`src/rtl/cpu_ctrl_fsm_hs_pkg.sv`:
```
// rtl/cpu_ctrl_fsm_hs_pkg.sv - state, opcode and strobe encodings shared by the multicycle controller
package cpu_ctrl_pkg;

   typedef enum logic [3:0] {
      S_RESET  = 4'd0,
      S_IF     = 4'd1,
      S_DECODE = 4'd2,
      S_EXEC   = 4'd3,
      S_WB     = 4'd4,
      S_MEM    = 4'd5,
      S_HALT   = 4'd6,
      S_PAUSE  = 4'd7
   } state_e;

   // Multi-cycle instruction classes remembered from DECODE onwards
   typedef enum logic [2:0] {
      C_MOVR = 3'd0,
      C_ALU  = 3'd1,
      C_CMP  = 3'd2,
      C_LDR  = 3'd3,
      C_STR  = 3'd4,
      C_BX   = 3'd5,
      C_BLX  = 3'd6
   } iclass_e;

   localparam logic [2:0] OPC_B    = 3'b001;
   localparam logic [2:0] OPC_BRX  = 3'b010;
   localparam logic [2:0] OPC_LDR  = 3'b011;
   localparam logic [2:0] OPC_STR  = 3'b100;
   localparam logic [2:0] OPC_ALU  = 3'b101;
   localparam logic [2:0] OPC_MOV  = 3'b110;
   localparam logic [2:0] OPC_HALT = 3'b111;

   localparam logic [1:0] OP_MOV_REG = 2'b00;
   localparam logic [1:0] OP_MOV_IMM = 2'b10;
   localparam logic [1:0] OP_CMP     = 2'b01;
   localparam logic [1:0] OP_BX      = 2'b00;
   localparam logic [1:0] OP_BLX     = 2'b10;
   localparam logic [1:0] OP_BL      = 2'b11;

   localparam logic [1:0] MEM_NONE  = 2'b00;
   localparam logic [1:0] MEM_READ  = 2'b10;
   localparam logic [1:0] MEM_WRITE = 2'b01;

   localparam logic [1:0] PC_INC    = 2'b00;
   localparam logic [1:0] PC_BRANCH = 2'b01;
   localparam logic [1:0] PC_REG    = 2'b10;
   localparam logic [1:0] PC_LINK   = 2'b11;

   localparam logic [2:0] REG_RN = 3'b100;
   localparam logic [2:0] REG_RD = 3'b010;
   localparam logic [2:0] REG_RM = 3'b001;

   localparam logic [3:0] VSEL_PC     = 4'b1000;
   localparam logic [3:0] VSEL_SXIMM8 = 4'b0100;
   localparam logic [3:0] VSEL_MDATA  = 4'b0010;
   localparam logic [3:0] VSEL_C      = 4'b0001;

endpackage

```
`src/rtl/cpu_ctrl_fsm_hs_if.sv`:
```
// rtl/cpu_ctrl_fsm_hs_if.sv - ready-handshake memory port between controller and memory
interface cpu_ctrl_fsm_hs_if;
   logic [1:0] mem_cmd;
   logic       addr_sel;
   logic       mem_ready;

   modport master (output mem_cmd, output addr_sel, input mem_ready);
   modport slave  (input mem_cmd, input addr_sel, output mem_ready);
endinterface

```
`src/rtl/cpu_ctrl_fsm_hs_mem_wait_timer.sv`:
```
// rtl/cpu_ctrl_fsm_hs_mem_wait_timer.sv - wait-state counter with bus-error timeout compare
module mem_wait_timer #(
   parameter int MEM_TIMEOUT = 16
) (
   input  logic clk,
   input  logic reset,
   input  logic clear,
   input  logic busy,
   output logic expired
);
   localparam int CNT_W = (MEM_TIMEOUT > 1) ? $clog2(MEM_TIMEOUT) : 1;

   logic [CNT_W-1:0] cnt_q, cnt_d;

   always_comb begin
      cnt_d = cnt_q;
      if (clear) begin
         cnt_d = '0;
      end else if (busy) begin
         cnt_d = cnt_q + CNT_W'(1);
      end
   end

   always_ff @(posedge clk or negedge reset) begin
      if (!reset) begin
         cnt_q <= '0;
      end else begin
         cnt_q <= cnt_d;
      end
   end

   // Expiry fires on the wait cycle that would bring the count up to the limit
   generate
      if (MEM_TIMEOUT == 0) begin : g_no_limit
         assign expired = 1'b0;
      end else begin : g_limit
         localparam logic [CNT_W-1:0] LIMIT = CNT_W'(MEM_TIMEOUT - 1);
         assign expired = busy && (cnt_q == LIMIT);
      end
   endgenerate
endmodule

```
`src/rtl/cpu_ctrl_fsm_hs.sv`:
```
// rtl/cpu_ctrl_fsm_hs.sv - multicycle control FSM with ready-handshake memory and bus timeout
// Optional single-step PAUSE state enabled by CPU_CTRL_STEP_EN.
module cpu_ctrl_fsm_hs
   import cpu_ctrl_pkg::*;
#(
   parameter int MEM_TIMEOUT = 16,
   parameter int STATE_W     = 4
) (
   input  logic             clk,
   input  logic             reset,
`ifdef CPU_CTRL_STEP_EN
   input  logic             step_en,
   input  logic             step,
`endif
   input  logic [2:0]       opcode,
   input  logic [1:0]       op,
   cpu_ctrl_fsm_hs_if.master mem,
   output logic             pc_reset,
   output logic             pc_load,
   output logic             ir_load,
   output logic             write,
   output logic             loada,
   output logic             loadb,
   output logic             loadc,
   output logic             loads,
   output logic             loadm,
   output logic             asel,
   output logic             bsel,
   output logic             csel,
   output logic [1:0]       pc_sel,
   output logic [2:0]       reg_w_sel,
   output logic [2:0]       reg_a_sel,
   output logic [2:0]       reg_b_sel,
   output logic [3:0]       vsel,
   output logic             halt,
   output logic             illegal,
   output logic             bus_err,
   output logic             instr_retired
);
   localparam logic [STATE_W-1:0] ST_RESET  = STATE_W'(S_RESET);
   localparam logic [STATE_W-1:0] ST_IF     = STATE_W'(S_IF);
   localparam logic [STATE_W-1:0] ST_DECODE = STATE_W'(S_DECODE);
   localparam logic [STATE_W-1:0] ST_EXEC   = STATE_W'(S_EXEC);
   localparam logic [STATE_W-1:0] ST_WB     = STATE_W'(S_WB);
   localparam logic [STATE_W-1:0] ST_MEM    = STATE_W'(S_MEM);
   localparam logic [STATE_W-1:0] ST_HALT   = STATE_W'(S_HALT);
`ifdef CPU_CTRL_STEP_EN
   localparam logic [STATE_W-1:0] ST_PAUSE  = STATE_W'(S_PAUSE);
`endif

   logic [STATE_W-1:0] state_q, state_d;
   iclass_e            cls_q, cls_d;
   logic               illegal_q, illegal_d;
   logic               bus_err_q, bus_err_d;
   logic               wait_busy, wait_clear, expired;

   assign wait_busy  = ((state_q == ST_IF) || (state_q == ST_MEM)) && !mem.mem_ready;
   assign wait_clear = (state_d != state_q);

   mem_wait_timer #(.MEM_TIMEOUT(MEM_TIMEOUT)) u_timer (
      .clk     (clk),
      .reset   (reset),
      .clear   (wait_clear),
      .busy    (wait_busy),
      .expired (expired)
   );

   always_ff @(posedge clk or negedge reset) begin
      if (!reset) begin
         state_q   <= ST_RESET;
         cls_q     <= C_MOVR;
         illegal_q <= 1'b0;
         bus_err_q <= 1'b0;
      end else begin
         state_q   <= state_d;
         cls_q     <= cls_d;
         illegal_q <= illegal_d;
         bus_err_q <= bus_err_d;
      end
   end

   always_comb begin
      state_d   = ST_RESET;
      cls_d     = cls_q;
      illegal_d = illegal_q;
      bus_err_d = bus_err_q;
      case (state_q)
         ST_RESET: state_d = ST_IF;
         ST_IF: begin
            if (mem.mem_ready) begin
               state_d = ST_DECODE;
            end else if (expired) begin
               state_d   = ST_HALT;
               bus_err_d = 1'b1;
            end else begin
               state_d = ST_IF;
            end
         end
         ST_DECODE: begin
            state_d = ST_EXEC;
            case (opcode)
               OPC_HALT: state_d = ST_HALT;
               OPC_MOV: begin
                  if (op == OP_MOV_IMM) begin
                     state_d = ST_IF;
                  end else if (op == OP_MOV_REG) begin
                     cls_d = C_MOVR;
                  end else begin
                     state_d   = ST_HALT;
                     illegal_d = 1'b1;
                  end
               end
               OPC_ALU: cls_d = (op == OP_CMP) ? C_CMP : C_ALU;
               OPC_LDR: cls_d = C_LDR;
               OPC_STR: cls_d = C_STR;
               OPC_B:   state_d = ST_IF;
               OPC_BRX: begin
                  if (op == OP_BL) begin
                     state_d = ST_IF;
                  end else if (op == OP_BX) begin
                     cls_d = C_BX;
                  end else if (op == OP_BLX) begin
                     cls_d = C_BLX;
                  end else begin
                     state_d   = ST_HALT;
                     illegal_d = 1'b1;
                  end
               end
               default: begin
                  state_d   = ST_HALT;
                  illegal_d = 1'b1;
               end
            endcase
         end
         ST_EXEC: begin
            case (cls_q)
               C_CMP, C_BX:  state_d = ST_IF;
               C_LDR, C_STR: state_d = ST_MEM;
               default:      state_d = ST_WB;
            endcase
         end
         ST_WB: state_d = ST_IF;
         ST_MEM: begin
            if (mem.mem_ready) begin
               state_d = ST_IF;
            end else if (expired) begin
               state_d   = ST_HALT;
               bus_err_d = 1'b1;
            end else begin
               state_d = ST_MEM;
            end
         end
         ST_HALT: state_d = ST_HALT;
`ifdef CPU_CTRL_STEP_EN
         ST_PAUSE: state_d = step ? ST_IF : ST_PAUSE;
`endif
         default: state_d = ST_RESET;
      endcase
`ifdef CPU_CTRL_STEP_EN
      // Single-step: every fresh entry into fetch is parked in PAUSE first
      if (step_en && (state_d == ST_IF) && (state_q != ST_IF) && (state_q != ST_PAUSE)) begin
         state_d = ST_PAUSE;
      end
`endif
   end

   always_comb begin
      pc_reset      = 1'b0;
      pc_load       = 1'b0;
      ir_load       = 1'b0;
      write         = 1'b0;
      loada         = 1'b0;
      loadb         = 1'b0;
      loadc         = 1'b0;
      loads         = 1'b0;
      loadm         = 1'b0;
      asel          = 1'b0;
      bsel          = 1'b0;
      csel          = 1'b0;
      pc_sel        = PC_INC;
      mem.mem_cmd   = MEM_NONE;
      mem.addr_sel  = 1'b0;
      reg_w_sel     = 3'b000;
      reg_a_sel     = 3'b000;
      reg_b_sel     = 3'b000;
      vsel          = 4'b0000;
      halt          = 1'b0;
      instr_retired = 1'b0;
      illegal       = illegal_q;
      bus_err       = bus_err_q;
      // Strobes are forced low the instant reset asserts, independent of clk
      if (reset) begin
         case (state_q)
            ST_RESET: begin
               pc_reset = 1'b1;
               pc_load  = 1'b1;
            end
            ST_IF: begin
               mem.addr_sel = 1'b1;
               mem.mem_cmd  = MEM_READ;
               pc_load      = mem.mem_ready;
               ir_load      = mem.mem_ready;
            end
            ST_DECODE: begin
               case (opcode)
                  OPC_MOV: begin
                     if (op == OP_MOV_IMM) begin
                        reg_w_sel     = REG_RN;
                        write         = 1'b1;
                        vsel          = VSEL_SXIMM8;
                        instr_retired = 1'b1;
                     end else if (op == OP_MOV_REG) begin
                        reg_b_sel = REG_RM;
                        loadb     = 1'b1;
                     end
                  end
                  OPC_ALU: begin
                     reg_a_sel = REG_RN;
                     reg_b_sel = REG_RM;
                     loada     = 1'b1;
                     loadb     = 1'b1;
                  end
                  OPC_LDR: begin
                     reg_a_sel = REG_RN;
                     loada     = 1'b1;
                  end
                  OPC_STR: begin
                     reg_a_sel = REG_RN;
                     reg_b_sel = REG_RD;
                     loada     = 1'b1;
                     loadb     = 1'b1;
                  end
                  OPC_B: begin
                     pc_sel        = PC_BRANCH;
                     pc_load       = 1'b1;
                     instr_retired = 1'b1;
                  end
                  OPC_BRX: begin
                     if (op == OP_BL) begin
                        pc_sel        = PC_LINK;
                        pc_load       = 1'b1;
                        reg_w_sel     = REG_RN;
                        write         = 1'b1;
                        vsel          = VSEL_PC;
                        instr_retired = 1'b1;
                     end else if ((op == OP_BX) || (op == OP_BLX)) begin
                        reg_b_sel = REG_RD;
                        loadc     = 1'b1;
                        csel      = 1'b1;
                     end
                  end
                  default: ;
               endcase
            end
            ST_EXEC: begin
               case (cls_q)
                  C_MOVR: begin
                     loadc = 1'b1;
                     asel  = 1'b1;
                  end
                  C_ALU: loadc = 1'b1;
                  C_CMP: begin
                     loads         = 1'b1;
                     instr_retired = 1'b1;
                  end
                  C_LDR: begin
                     loadm = 1'b1;
                     bsel  = 1'b1;
                  end
                  C_STR: begin
                     loadc = 1'b1;
                     loadm = 1'b1;
                     bsel  = 1'b1;
                     csel  = 1'b1;
                  end
                  C_BX: begin
                     pc_sel        = PC_REG;
                     pc_load       = 1'b1;
                     instr_retired = 1'b1;
                  end
                  C_BLX: begin
                     pc_sel  = PC_REG;
                     pc_load = 1'b1;
                  end
                  default: ;
               endcase
            end
            ST_WB: begin
               write         = 1'b1;
               instr_retired = 1'b1;
               if (cls_q == C_BLX) begin
                  reg_w_sel = REG_RN;
                  vsel      = VSEL_PC;
               end else begin
                  reg_w_sel = REG_RD;
                  vsel      = VSEL_C;
               end
            end
            ST_MEM: begin
               mem.mem_cmd   = (cls_q == C_STR) ? MEM_WRITE : MEM_READ;
               instr_retired = mem.mem_ready;
               if ((cls_q != C_STR) && mem.mem_ready) begin
                  reg_w_sel = REG_RD;
                  write     = 1'b1;
                  vsel      = VSEL_MDATA;
               end
            end
            ST_HALT: halt = 1'b1;
            default: ;
         endcase
      end
   end
endmodule

```
`src/flat_wrapper.sv`:
```
// flat-port wrapper written by rule: the top's interface ports become plain ports
module cpu_ctrl_fsm_hs_flat import cpu_ctrl_pkg::*;
#(
   parameter int MEM_TIMEOUT = 16,
   parameter int STATE_W     = 4
)
  (clk, reset, opcode, op, pc_reset, pc_load, ir_load, write, loada, loadb, loadc, loads, loadm, asel, bsel, csel, pc_sel, reg_w_sel, reg_a_sel, reg_b_sel, vsel, halt, illegal, bus_err, instr_retired, mem_mem_cmd, mem_addr_sel, mem_mem_ready);
  cpu_ctrl_fsm_hs_if mem_i ();
  input  logic clk;
  input  logic reset;
  input  logic [2:0] opcode;
  input  logic [1:0] op;
  output logic pc_reset;
  output logic pc_load;
  output logic ir_load;
  output logic write;
  output logic loada;
  output logic loadb;
  output logic loadc;
  output logic loads;
  output logic loadm;
  output logic asel;
  output logic bsel;
  output logic csel;
  output logic [1:0] pc_sel;
  output logic [2:0] reg_w_sel;
  output logic [2:0] reg_a_sel;
  output logic [2:0] reg_b_sel;
  output logic [3:0] vsel;
  output logic halt;
  output logic illegal;
  output logic bus_err;
  output logic instr_retired;
  output wire logic [$bits(mem_i.mem_cmd)-1:0] mem_mem_cmd;
  output wire logic [$bits(mem_i.addr_sel)-1:0] mem_addr_sel;
  input wire logic [$bits(mem_i.mem_ready)-1:0] mem_mem_ready;
  assign mem_mem_cmd = mem_i.mem_cmd;
  assign mem_addr_sel = mem_i.addr_sel;
  assign mem_i.mem_ready = mem_mem_ready;
  cpu_ctrl_fsm_hs #(.MEM_TIMEOUT(MEM_TIMEOUT), .STATE_W(STATE_W)) u_core (.clk(clk), .reset(reset), .opcode(opcode), .op(op), .mem(mem_i), .pc_reset(pc_reset), .pc_load(pc_load), .ir_load(ir_load), .write(write), .loada(loada), .loadb(loadb), .loadc(loadc), .loads(loads), .loadm(loadm), .asel(asel), .bsel(bsel), .csel(csel), .pc_sel(pc_sel), .reg_w_sel(reg_w_sel), .reg_a_sel(reg_a_sel), .reg_b_sel(reg_b_sel), .vsel(vsel), .halt(halt), .illegal(illegal), .bus_err(bus_err), .instr_retired(instr_retired));
endmodule
```
`config.mk`:
```
export PLATFORM = sky130hd
export DESIGN_NAME = cpu_ctrl_fsm_hs_flat
export DESIGN_NICKNAME = d
export VERILOG_FILES = /design/src/rtl/cpu_ctrl_fsm_hs_pkg.sv /design/src/rtl/cpu_ctrl_fsm_hs_if.sv /design/src/rtl/cpu_ctrl_fsm_hs_mem_wait_timer.sv /design/src/rtl/cpu_ctrl_fsm_hs.sv /design/src/flat_wrapper.sv
export SDC_FILE = /design/constraint.sdc
export NUM_CORES = 1
export LEC_CHECK = 0
export CORE_MARGIN = 2
export CORE_UTILIZATION = 52
export CTS_BUF_LIST = sky130_fd_sc_hd__clkbuf_8
export CTS_CLUSTER_DIAMETER = 50
export CTS_CLUSTER_SIZE = 20
export DETAILED_ROUTE_END_ITERATION = 16
export GPL_TIMING_DRIVEN = 0
export PLACE_DENSITY = 0.86
export SYNTH_ARGS = -nofsm -noshare
export SYNTH_HDL_FRONTEND = slang
export SYNTH_SLANG_ARGS = --single-unit
```
`constraint.sdc`:
```
create_clock -name clk -period 3.7 [get_ports clk]
set_clock_uncertainty 0.15 [all_clocks]
set_input_delay 0.555 -clock clk [delete_from_list [all_inputs] [get_ports clk]]
set_output_delay 0.555 -clock clk [all_outputs]
set_load 0.01 [all_outputs]
```
# After elaboration in Yosys (flattened, before gate mapping)

Cells that the tools add are included.

Bitwise operators: 2
Mux-type cells: 107
Reduce and logical (&&, ||, !) cells: 23
Add/subtract/negate cells: 1
Equality and inequality tests: 32

Operators by type and width:

| kind                                                                  | number |
|---|---|
| 3-bit two-way mux                                                     | 20 |
| 1-bit two-way mux                                                     | 45 |
| 4-bit two-way mux                                                     | 10 |
| 4-bit one-hot mux with 6 select lines                                 | 1 |
| 3-bit equality test, second input constant                            | 7 |
| 2-bit two-way mux                                                     | 10 |
| 4-bit one-hot mux with 4 select lines                                 | 1 |
| 3-bit one-hot mux with 5 select lines                                 | 1 |
| 3-bit by 2-bit equality test with 1-bit output, second input constant | 4 |
| 4-bit by 3-bit equality test with 1-bit output, second input constant | 3 |
| 2-bit one-hot mux with 2 select lines                                 | 3 |
| 3-bit one-hot mux with 2 select lines                                 | 2 |
| 3-bit one-hot mux with 4 select lines                                 | 1 |
| 4-bit one-hot mux with 3 select lines                                 | 1 |
| 2-bit OR reduction                                                    | 6 |
| 2-bit != test, second input constant                                  | 5 |
| 1-bit one-hot mux with 2 select lines                                 | 5 |
| 1-bit one-hot mux with 3 select lines                                 | 3 |
| 3-bit one-hot mux with 3 select lines                                 | 1 |
| 4-bit by 2-bit equality test with 1-bit output, second input constant | 2 |
| 1-bit one-hot mux with 4 select lines                                 | 2 |
| 4-bit one-hot mux with 2 select lines                                 | 1 |
| 7-bit AND reduction                                                   | 1 |
| 3-bit by 1-bit equality test with 1-bit output, second input constant | 2 |
| 22 further kinds                                                      | 28 |

Bits of input ports: 8
Output and inout port bits: 34
Bits in registers: 13
Logic and storage cells: 170

# Longest topological paths before layout

Depth in word-level cells: 9
Mapped depth: 7
Mapped depth without buffers: 6

# Hierarchy

A second synthesis with hierarchy kept.

Cells, all modules: 182
Area total of the unflattened synthesis: 1341.3 um2

By module, submodules not included:

| module          | instances | cells an instance | area an instance (um2) |
|---|---|---|---|
| cpu_ctrl_fsm_hs | 1         | 164               | 1113.6 |
| mem_wait_timer  | 1         | 18                | 227.7 |

# Least setup slack after synthesis

No wires, ideal clock.

Kind: register to output
Start: reg u_core.state_q[2]
End: out reg_w_sel[1]
Cell stages (with the launch flop): 5
Data arrival time: 1750 ps
Path buffers: 1
Setup slack: 1245 ps
Cell sequence: dfrtp_1 clkbuf_1 nand2_1 a2111oi_0 or2_2

Cells in the longest elaborated chain, start to end: 3
Elaborated cells on any way between the ends: 5

RTL lines:

| element                                                                                                          | line                   | RTL |
|---|---|---|
| start: declaration                                                                                               | cpu_ctrl_fsm_hs.sv:51  | `logic [STATE_W-1:0] state_q, state_d;` |
| start signal: assignment                                                                                         | cpu_ctrl_fsm_hs.sv:75  | `state_q <= state_d;` |
| 4-bit by 3-bit equality test with 1-bit output or 4-bit by 2-bit equality test with 1-bit output (tied branches) | cpu_ctrl_fsm_hs.sv:193 | `case (state_q)` |
| 3-bit one-hot mux with 3 select lines *                                                                          | cpu_ctrl_fsm_hs.sv:193 |  |
| 3-bit two-way mux *                                                                                              | cpu_ctrl_fsm_hs.sv:192 | `if (reset) begin` |
| end: declaration                                                                                                 | flat_wrapper.sv:26     | `output logic [2:0] reg_w_sel;` |

Every way passes the cells marked *; elsewhere a longest branch is shown, timed or not.

# Worst setup path in the final report

Start: in opcode[1]
End: out pc_sel[1]

Cells in the longest elaborated chain, start to end: 4
Elaborated cells on any way between the ends: 5

RTL lines:

| element                                                                                                          | line                   | RTL |
|---|---|---|
| start: declaration                                                                                               | flat_wrapper.sv:11     | `input logic [2:0] opcode;` |
| 3-bit by 2-bit equality test with 1-bit output or 3-bit by 1-bit equality test with 1-bit output (tied branches) | cpu_ctrl_fsm_hs.sv:205 | `case (opcode)` |
| 2-bit one-hot mux with 2 select lines *                                                                          | cpu_ctrl_fsm_hs.sv:205 |  |
| 2-bit one-hot mux with 2 select lines *                                                                          | cpu_ctrl_fsm_hs.sv:193 |  |
| 2-bit two-way mux *                                                                                              | cpu_ctrl_fsm_hs.sv:192 |  |
| end: declaration                                                                                                 | flat_wrapper.sv:25     | `output logic [1:0] pc_sel;` |

Marked as above.

==> results.py <==
metrics = {
    "worst_setup_path": {
        "cp.depth": 7,
        "critPathArrivalTime_ps": 2720,
        "cp_common_cell": "clkdlybuf4s50_1",
        "crit_chain": "clkdlybuf4s50_1 > clkbuf_1 > nand2b_1 > nor2_1 > nand3_1 > a21boi_0 > clkdlybuf4s50_1",
        "cp_slowest_stage_delay_ps": 560,
        "critical_path.startpoint_type": "input port",
        "crit_path_max_fanout": 10,
        "crit_family": "buffers and inverters",
        "endpoint_kind": "output port",
        "critPathBufInv": 3,
        "reg2regPathDepth": 6,
        "crit_path_top_delay_cell": "clkdlybuf4s50_1",
        "critPathRequiredTime_ps": 2990,
        "crit_type": "in2out",
    },
    "floorplan": {
        "start_util": 0.538,
        "rows": 18,
        "die_y_microns": 54.1,
        "io_pins": 42,
        "die_area_sq_um": 2930,
        "core-area_sq_um": 2430,
        "die_x_microns": 54.1,
    },
    "logic_synthesis": {
        "synth_seq_area_share": 0.230,
        "synth-seq-cells": 12,
        "synth-edff-count": 0,
        "synthArstFlopShare": 1.00,
        "yosysWarningCount": 0,
        "synth.distinct_cells": 44,
        "netlist_area_sq_um": 1310,
        "synth_flop_cell": "dfrtp_1",
        "netlist_instances": 185,
        "syn_area_per_cell_sq_um": 7.07,
    },
    "placement": {
        "dpl.cell_count": 255,
        "io_buffers": 37,
        "place.gp.congestion": 0.943,
        "hpwl_microns": 2790,
    },
    "cts": {
        "cts_setup_buffers": 0,
        "clk_pin_slew_ps": 50,
        "clk_latency_ps": 240,
        "clock-sinks": 12,
        "clock-root-buffer": "clkbuf_8",
        "cts_tree": "done",
        "cts_made_buffers": 3,
        "htree_levels": 1,
        "clk_path_buf_depth": 2,
    },
    "routing": {
        "post_drt_wl_per_cell_microns": 13.6,
        "routed_wl_microns": 3530,
        "dr.first_iter.drc_count": 58,
        "viasPerCell": 5.77,
        "remaining_drc_errors": 0,
        "firstDrtPassIters": 4,
        "ant_nets": 0,
        "via_count": 1495,
    },
    "global_routing": {
        "grt_pass1_wl_microns": 5820,
        "grt_usage": 0.268,
        "grt_pass1_vias": 1321,
        "antenna_found_initial": 0,
        "overflow": 0,
        "grt_max_degree": 17,
    },
    "cells_and_area": {
        "antenna_cells": 0,
        "fin_cells": 259,
        "drive_gt1_frac": 0.0917,
        "nets": 240,
        "area_growth_pct": 36.5,
    },
    "timing": {
        "period_minus_slack_ps": 3420,
        "finalCritPeriodShare": 0.926,
        "max_freq_ghz": 0.292,
        "final-hold-violation-count": 0,
        "tightest_slew_ps": 630,
        "setup_viol": 0,
        "rsz0062_at_grt": "false",
        "fin_tns_setup_ps": 0,
        "maxSlewHeadroom": 0.579,
        "final-max-slew-violation-count": 0,
    },
    "job": {
        "maxCapViolCount": 0,
    },
    "status": {
        "run_status": "complete, no violations",
    },
    "power": {
        "power.density_nw_per_um2": 505,
        "power.static_leakage_uw": 0.000711,
        "vdd_drop_max_mv": 0.478,
    },
    "min_path": {
        "worstHoldPathType": "in2async",
    },
}
## stage by stage
step / hold WS, ps / instance area [sq um] / setup slack (ps) / power (uW) / utilization
floorplan: 109 / 1320 / 1250 / 577 / -
global placement: 301 / 1730 / 97.5 / 743 / 0.710
detailed placement: 320 / 1730 / 57.7 / 754 / 0.710
CTS: 332 / 1780 / 51.7 / 897 / 0.733
global route: 231 / 1780 / 128 / 977 / 0.734
finish: 173 / 1780 / 275 / 900 / 0.734
## worst reg2reg max path, delay by kind of cell (launching register included)
| kind | cells | cell delay [ps] |
|---|---|---|
| and+or+nand+nor | 2 | 720 |
| DFF | 1 | 370 |
| AOI/OAI and AO/OA | 2 | 650 |
| buffers and inverters | 1 | 190 |
| xor gates and xnor gates | 1 | 170 |
## final timing paths
check	from	end	slack [ps]
min	reset	u_core.u_timer.cnt_q[2]$_DFFE_PN0P_	170
max	opcode[1]	pc_sel[1]	280
min in group clk	u_core.illegal$_DFFE_PN0P_	u_core.illegal$_DFFE_PN0P_	320
max reg2reg	u_core.state_q[1]$_DFF_PN0_	u_core.u_timer.cnt_q[2]$_DFFE_PN0P_	1340
min reg2reg	u_core.illegal$_DFFE_PN0P_	u_core.illegal$_DFFE_PN0P_	320
max in group asynchronous	reset	u_core.cls_q[0]$_DFFE_PN0P_	2820
## synth_stat cells, types with 2 or more instances
master / number / area (sq um)
xnor2_1: 2 / 17.5
a21oi_1: 12 / 60.1
o21ai_0: 11 / 55.1
mux2_2: 2 / 22.5
nand4_1: 2 / 12.5
nor2b_1: 8 / 50.1
nand3_1: 3 / 15.0
and3_1: 4 / 25.0
nor3_1: 10 / 50.1
dfrtp_1: 12 / 300
buf_4: 6 / 45.0
nand2b_1: 4 / 25.0
o21a_1: 4 / 30.0
nor2_1: 21 / 78.8
nor4_1: 8 / 50.1
ha_1: 2 / 25.0
buf_2: 3 / 15.0
nand3b_1: 2 / 15.0
nand2_1: 20 / 75.1
xor2_1: 3 / 26.3
a31oi_1: 3 / 18.8
or2_2: 2 / 12.5
clkbuf_1: 9 / 33.8
mux2i_1: 2 / 20.0
a2111oi_0: 2 / 17.5
inv_1: 6 / 22.5
and2_1: 4 / 25.0
a21boi_0: 2 / 15.0
## logic make-up after synthesis
family,synth area share
buf+inv,0.0890
fa+ha+maj,0.0191
other cells,0.00287
xor+xnor,0.0459
compound gates,0.210
flops,0.230
mux,0.0325
simple gates,0.371
## placed cells by master (no fill, tap or decap), types with 8 or more instances in the layout
| master | n |
|---|---|
| nor2b_1 | 8 |
| clkbuf_1 | 9 |
| clkdlybuf4s50_1 | 36 |
| dfrtp_1 | 12 |
| nor2_1 | 21 |
| nor4_1 | 8 |
| nand2_1 | 20 |
| nor3_1 | 10 |
| o21ai_0 | 11 |
| a21oi_1 | 12 |
## routing by layer
metal  up-vias  global-route usage  wire [microns]
li1        736                   -               -
met1       676               0.368            1520
met2        79               0.428            1690
met3         4              0.0194             286
met4         0               0.117              33
met5         -                   0               0
## flip-flops by register name, indices dropped and copies added, names as in the netlist
register              flops
u_core.cls_q              3
u_core.illegal            1
u_core.bus_err            1
u_core.state_q            3
u_core.u_timer.cnt_q      4
## cell type report
class / instances / area [sq um]
Clock buffer: 4 / 55.1
Tap cell: 30 / 37.5
Inverter: 6 / 22.5
Timing Repair Buffer: 37 / 373
Fill cell: 197 / 648
Sequential cell: 12 / 300
Multi-Input combinational cell: 152 / 902
Buffer: 18 / 93.8
## power breakdown
group	switching, uW	internal, uW
Clock	43.2	93.6
Combinational	322	241
Sequential	32.4	168
Total	397	503
## what timing repair did
action	in CTS	in global routing
setup endpoints to repair	0	3
gates resized for setup	0	1
hold buffers	0	0
(Power assumes the default switching activity.)
